<file path="src/rtl/chan_merge_rx.sv">
// chan_merge_rx: return-path collector for the four-way channel fan-out.
// Forwards the selected channel's p-lines, df pair and valid onto a single
// registered host-side bus. A channel change drains through an idle window
// of HOLD_CYC cycles so the host never sees partial or mixed-channel data.
module chan_merge_rx #(
   parameter int SYNC_STAGES = 2,
   parameter int HOLD_CYC    = 4,
   parameter int CW          = 3
) (
   input  logic        clk_in,
   input  logic        rst,
   input  logic [1:0]  sel_req,
   input  logic [11:0] ch_p,
   input  logic [7:0]  ch_df,
   input  logic [3:0]  ch_vld,
   input  logic        err_clr,
   output logic [2:0]  p_out,
   output logic [1:0]  df_out,
   output logic        vld_out,
   output logic [1:0]  sel_cur,
   output logic        switching,
   output logic        err_o
);

   typedef enum logic {RUN, DRAIN} state_t;

   localparam logic [CW-1:0] HOLD_LOAD = CW'(HOLD_CYC - 1);
   localparam logic [2:0]    P_IDLE    = 3'b111;
   localparam logic [1:0]    DF_IDLE   = 2'b00;

   state_t        state;
   logic [1:0]    target;
   logic [CW-1:0] cnt;
   logic [1:0]    sel_sync_pipe [SYNC_STAGES];
   logic [1:0]    sel_sync;
   logic [3:0]    sel_mask;
   logic          stray_vld;

   function automatic logic [2:0] pick_p(input logic [11:0] p, input logic [1:0] s);
      return p[3*s +: 3];
   endfunction

   function automatic logic [1:0] pick_df(input logic [7:0] d, input logic [1:0] s);
      return d[2*s +: 2];
   endfunction

   assign sel_sync  = sel_sync_pipe[SYNC_STAGES-1];
   assign sel_mask  = 4'b0001 << sel_cur;
   assign stray_vld = |(ch_vld & ~sel_mask);

   // Synchronise the asynchronous channel request into clk_in
   always_ff @(posedge clk_in or negedge rst) begin
      if (!rst) begin
         for (int i = 0; i < SYNC_STAGES; i++) sel_sync_pipe[i] <= '0;
      end else begin
         sel_sync_pipe[0] <= sel_req;
         for (int i = 1; i < SYNC_STAGES; i++) sel_sync_pipe[i] <= sel_sync_pipe[i-1];
      end
   end

   // RUN/DRAIN control with registered host-side outputs
   always_ff @(posedge clk_in or negedge rst) begin
      if (!rst) begin
         state     <= RUN;
         target    <= '0;
         cnt       <= '0;
         sel_cur   <= '0;
         switching <= 1'b0;
         p_out     <= P_IDLE;
         df_out    <= DF_IDLE;
         vld_out   <= 1'b0;
      end else begin
         case (state)
            RUN: begin
               if (sel_sync != sel_cur) begin
                  // Go idle on the very edge the change is seen
                  state     <= DRAIN;
                  target    <= sel_sync;
                  cnt       <= HOLD_LOAD;
                  switching <= 1'b1;
                  p_out     <= P_IDLE;
                  df_out    <= DF_IDLE;
                  vld_out   <= 1'b0;
               end else begin
                  p_out   <= pick_p(ch_p, sel_cur);
                  df_out  <= pick_df(ch_df, sel_cur);
                  vld_out <= ch_vld[sel_cur];
               end
            end
            DRAIN: begin
               if (sel_sync != target) begin
                  // Request moved again: restart the whole window
                  target  <= sel_sync;
                  cnt     <= HOLD_LOAD;
                  p_out   <= P_IDLE;
                  df_out  <= DF_IDLE;
                  vld_out <= 1'b0;
               end else if (cnt == '0) begin
                  // Exit edge registers the new channel's first sample, so the
                  // idle window is exactly HOLD_CYC cycles long
                  state     <= RUN;
                  sel_cur   <= target;
                  switching <= 1'b0;
                  p_out     <= pick_p(ch_p, target);
                  df_out    <= pick_df(ch_df, target);
                  vld_out   <= ch_vld[target];
               end else begin
                  cnt     <= cnt - 1'b1;
                  p_out   <= P_IDLE;
                  df_out  <= DF_IDLE;
                  vld_out <= 1'b0;
               end
            end
            default: state <= RUN;
         endcase
      end
   end

   // Sticky flag for valids on unselected channels while forwarding; set beats clear
   always_ff @(posedge clk_in or negedge rst) begin
      if (!rst) begin
         err_o <= 1'b0;
      end else if (state == RUN && stray_vld) begin
         err_o <= 1'b1;
      end else if (err_clr) begin
         err_o <= 1'b0;
      end
   end

endmodule

</file>
<file path="config.mk">
export PLATFORM = sky130hd
export DESIGN_NAME = chan_merge_rx
export DESIGN_NICKNAME = d
export VERILOG_FILES = /design/src/rtl/chan_merge_rx.sv
export SDC_FILE = /design/constraint.sdc
export NUM_CORES = 1
export LEC_CHECK = 0
export ABC_AREA = 1
export BUFFER_PORTS_ARGS = -buffer_cell sky130_fd_sc_hd__buf_2
export CORE_MARGIN = 2
export CORE_UTILIZATION = 46
export CTS_CLUSTER_SIZE = 16
export DETAILED_ROUTE_END_ITERATION = 8
export PLACE_DENSITY = 0.69
export SYNTH_ARGS = -nofsm -noshare
export SYNTH_HDL_FRONTEND = slang
export SYNTH_SLANG_ARGS = --single-unit
</file>
<file path="constraint.sdc">
create_clock -name clk_in -period 2.5 [get_ports clk_in]
set_input_delay 0.5 -clock clk_in [delete_from_list [all_inputs] [get_ports clk_in]]
set_output_delay 0.5 -clock clk_in [all_outputs]
set_load 0.005 [all_outputs]
</file>
== After elaboration in Yosys (flattened, before gate mapping) ==
Index checks and enable logic that the tools add are counted.
Word-level totals
  memories: 0
  RAM bits: 0
  bits in registers: 20
  output and inout port bits: 10
  ROM bits: 0
  latch bits: 0
  logic and storage cells: 73
  input bits: 29
Cells by class
  $mul: 2
  equal/unequal tests: 7
  shift operators: 5
  $add $sub $neg: 1
  muxes and demuxes: 33
  order comparisons: 2
  divide/modulo/power cells: 0
  bitwise logic cells: 4
  reduce and logical (&&, ||, !) cells: 8
Operator list (number)
  12-bit by 5-bit variable part select with 3-bit output: 2
  3-bit 2-to-1 mux: 6
  8-bit by 4-bit variable part select with 2-bit output: 2
  1-bit 2-to-1 mux: 13
  3-bit case mux with 2 select lines: 2
  2-bit 2-to-1 mux: 5
  2-bit by 2-bit multiplier with 4-bit output (first input constant): 2
  2-bit case mux with 2 select lines: 2
  2-bit by 3-bit less-than comparator with 1-bit output (second input constant): 2
  1-bit case mux with 2 select lines: 3
  3-bit AND reduction: 2
  4-bit AND: 1
  1-bit binary-select mux with 2-bit select: 2
  2-bit by 1-bit inequality test with 1-bit output (second input constant): 2
  2-bit inequality test: 2
  2-bit inequality test (second input constant): 2
  4-bit inverter: 1
  2-bit AND reduction: 2
  4-bit OR reduction: 1
  1-bit by 2-bit left shift with 4-bit output (first input constant): 1
  3-bit zero test: 1
  3-bit inequality test (second input constant): 1
  3-bit by 1-bit subtractor with 3-bit output (second input constant): 1
  1-bit inverter: 2
  other kinds (2): 2

== Longest topological paths before layout ==
  depth in word-level cells: 6
  mapped depth: 9
  depth with buffers taken out: 8

== Worst setup path after synthesis ==
OpenSTA, ideal clock, no wires.
  path type: register to register
  start point: register cnt[0]
  end point: register cnt[0]
  library setup time: 0.118 ns
  cell stages (with the launch flop): 9
  required time: 2.382 ns
  period minus slack after synthesis: 1.200 ns
  path buffers: 1
  path slack: 1.300 ns
  arrival time: 1.082 ns
  cell sequence: dfrtp_1 -> inv_1 -> ha_1 -> nand2_1 -> nor2_4 -> nand3_4 -> buf_6 -> nand3_1 -> nand2_1
Between the ends
  cells in the longest elaborated chain, start to end: 4
  elaborated cells on any way between the ends: 7
  classes of those cells: 1 x add/sub; 1 x eq/ne; 3 x mux; 2 x reduce/logical
Ends and longest elaborated chain
  start, declared: RTL line 33  | logic [CW-1:0] cnt;
  start signal, assigned: RTL line 108  | cnt <= cnt - 1'b1;
  3-bit by 1-bit subtractor with 3-bit output: RTL line 108
  3-bit 2-to-1 mux: RTL line 98  | end else if (cnt == '0) begin
  3-bit 2-to-1 mux: RTL line 91  | if (sel_sync != target) begin
  3-bit case mux with 2 select lines: RTL line 73  | case (state)
Several ways; a longest one is shown, not always the timed one. The select of a mux whose other input is x is not followed.
A chain may end at the register's enable or synchronous reset.

== Final worst setup path ==
  start point: register sel_cur[0]
  end point: output port sel_cur[0]
RTL lines
  start, declared: RTL line 20  | output logic [1:0] sel_cur,
  start signal, assigned: RTL line 102  | sel_cur <= target;
No word-level cell between the ends.

==> results.md <==
- Nets: 252
- Vias per inst: 5.339
- Largest net degree at the start of global routing: 21
- Max H-tree Level: 1
- Routed len/inst: 12.75 um
- Startpoint types: flop
- Detail Route Antenna Nets: 0
- PostCTS Resize Cnt: 0
- CTS root buffer: clkbuf_4
- Vias in the first global route: 1287
- Ant. Diodes: 0
- Compound-cell area share of the yosys netlist: 14.41%
- Row cnt: 19
- Synthesized instance count: 185
- Primary FF master, synth: dfrtp_1
- Yosys cell types: 22
- PD cells: 545.2 mW/mm^2
- GPL Wtd Cong: 0.8723
- Clock Path Buffers: 2
- Sum Neg Setup Slack: 0 ns
- Worst reg-to-reg setup slack: 0.97 ns
- Clock skew: 0.006751 ns
- CORE AREA: 0.002758 sq mm
- Crit path max fanout: 13
- Area growth from synthesis to layout: 16.45%
- Post-route cell area: 0.001568 sq mm
- CTS Buf Count: 3
- Chip Height: 58.10 um
- Crit path required time: 2.00 ns
- Syn avg cell area: 7.277 sq um
- CP Class: reg2out
- Max stage delay on crit path: 0.64 ns
- FF+latch area: 504.2 sq um
- Final setup violation count: 0
- Simple-gate share of the synthesized area: 34.39%
- Largest family of logic cells by synthesized area: simple AND/OR/NAND/NOR gates
- Tcrit/Tclk final: 66.01%
- Syn nets: 216
- Slew at the pin closest to its max-slew limit: 0.5247 ns
- Clk_lat worst skew: 0.32 ns
- Sequential area share after synthesis: 37.45%
- Setup Fix Bufs, Post-CTS: 0
- Most frequent cells in the layout: 43 x nand2_1, 38 x buf_2, 28 x nor2_1
- Crit path DAT: 1.15 ns
- RR Startpoint: sel_cur[0]
- Fin. max-slew vios: 0
- Worst Hold Class: in2async
- Pre-Repair DR Iteration Count: 4
- RSZ-0062 raised after global routing: false
- Status: completed
- Drt drc: 0
- Xor/xnor share of the synthesized area: 1.208%
- Leakage power: 0.8074 nW
- Placed instance count: 247
- FILL cells: 262
- CP top delay family: flip-flops
- Rel. slew slack: 65.02%
- CP bufs+invs: 1
- Total gr overflow: 0
- Most common cell after layout, fill and taps aside: nand2_1
- Depth of the worst register-to-register path: 5
- Max Cap Violations: 0
- Antenna violations before repair: 0
- Post-Route WL: 3.201 mm
- Crit. End Element: output port
- DRT iter0 DRCs: 69
- Async set-reset flop share out of synthesis: 100.0%
- Adder-cell share of the synthesized area: 1.859%
- Area of the multi-input gates: 698.2 sq um
- First-pass GRT wire length: 5.506 mm
- Cts hold-fix bufs: 0
- Vias: 1340
- Total track usage: 21.09%
- Fmax: 0.6060 GHz
- Core Util, Final: 56.85%
- Die area: 0.003376 sq mm
- Final min period: 1.650 ns
- Synthesis Warnings: 0
- DP HPWL: 2.431 mm
- Max VDD drop: 0.0004962 V
- EDFF count, synth: 0
- Final non-filler cell total: 251
- Clk sink count: 20
- Worst flop-to-flop path endpoint: err_o
- Die Wd: 58.10 um
- Ratio of cells with drive above 1 in the final layout: 30.45%
- Final hold violations: 0
- Clock transition at path regs: 0.12 ns
- Slowest CP cell: dfrtp_1
- Syn Std Cell Area: 0.001346 sq mm
- I/O Buffers: 38
- Placed cell areas: 0.001515 sq mm
- IO Pins: 39
- Mux share of post-synthesis cell area: 0%
- Initial core utilization: 48.82%
- Cells along the critical path: buf_2
- CTS tree: done
- Synthesized flop and latch total: 20
-- cells in the mapped netlist, types with 3 or more instances --
master	number	area [sq um]
dfrtp_1	17	425.4
nor2_1	28	105.1
a21oi_1	4	20.02
nand2_1	43	161.4
nand2_2	4	25.02
buf_2	3	15.01
dfstp_2	3	78.83
inv_2	5	18.77
o21ai_0	25	125.1
nand2_4	4	45.04
o21ai_1	8	40.04
buf_6	4	45.04
nand4_1	6	37.54
inv_1	14	52.55
nand3_1	6	30.03
-- worst max-delay path by stage --
| stage | start | depth (start not counted) | slack, ns | to |
|---|---|---|---|---|
| floorplan | cnt[0] | 8 | 1.30 | cnt[0] |
| global placement | sel_cur[0] | 5 | 0.99 | err_o |
| detailed placement | target[0] | 7 | 1.01 | cnt[2] |
| CTS | sel_cur[1] | 1 | 0.85 | sel_cur[1] |
| global route | sel_cur[0] | 5 | 0.77 | err_o |
| finish | sel_cur[0] | 1 | 0.85 | sel_cur[0] |
-- per-layer routing --
metal	GRT usage, %	up-vias	share of wire [%]
met2	34.74	69	47
li1	-	661	-
met4	8.306	0	1.9
met3	4.911	9	9.2
met1	26.76	601	41
met5	0	-	0
-- sequential cells by signal, indices dropped and copies added (netlist names) --
| signal | cells |
|---|---|
| cnt | 3 |
| p_out | 3 |
| df_out | 2 |
| sel_cur | 2 |
| sel_sync | 2 |
| sel_sync_pipe | 2 |
| target | 2 |
| err_o | 1 |
| state | 1 |
| switching | 1 |
| vld_out | 1 |
-- power by group --
group,switching [mW],leakage [nW],internal (mW)
logic,0.123,0.542,0.0800
clock network,0.105,0.0279,0.162
registers,0.0416,0.237,0.342
-- through the flow --
step           power (mW)  hold slack [ns]  setup WS [ns]
5_1_grt            0.9079           0.1321         0.7677
6_report           0.8547           0.1015         0.8497
2_1_floorplan      0.5331           0.2044          1.300
4_1_cts            0.8604           0.1246         0.8491
3_3_place_gp       0.5830           0.3342         0.9918
3_5_place_dp       0.5906           0.3371          1.006
-- area by class of cell --
cell class              count  share of cell area, %
clock buffers               3                  1.437
clock inverters             1                  1.915
inverters                  21                  5.347
multi-input cells         137                  44.53
flip-flops and latches     20                  32.16
well taps                  31                  2.474
repair buffers             38                  12.13
-- cells by family after synthesis --
kind of cell               after synthesis
AOI/OAI and AO/OA                       38
xor gates and xnor gates                 1
adders and majority gates                2
buffers and inverters                   28
DFF                                     20
and+or+nand+nor                         96
Power figures use the tool's default switching activity.
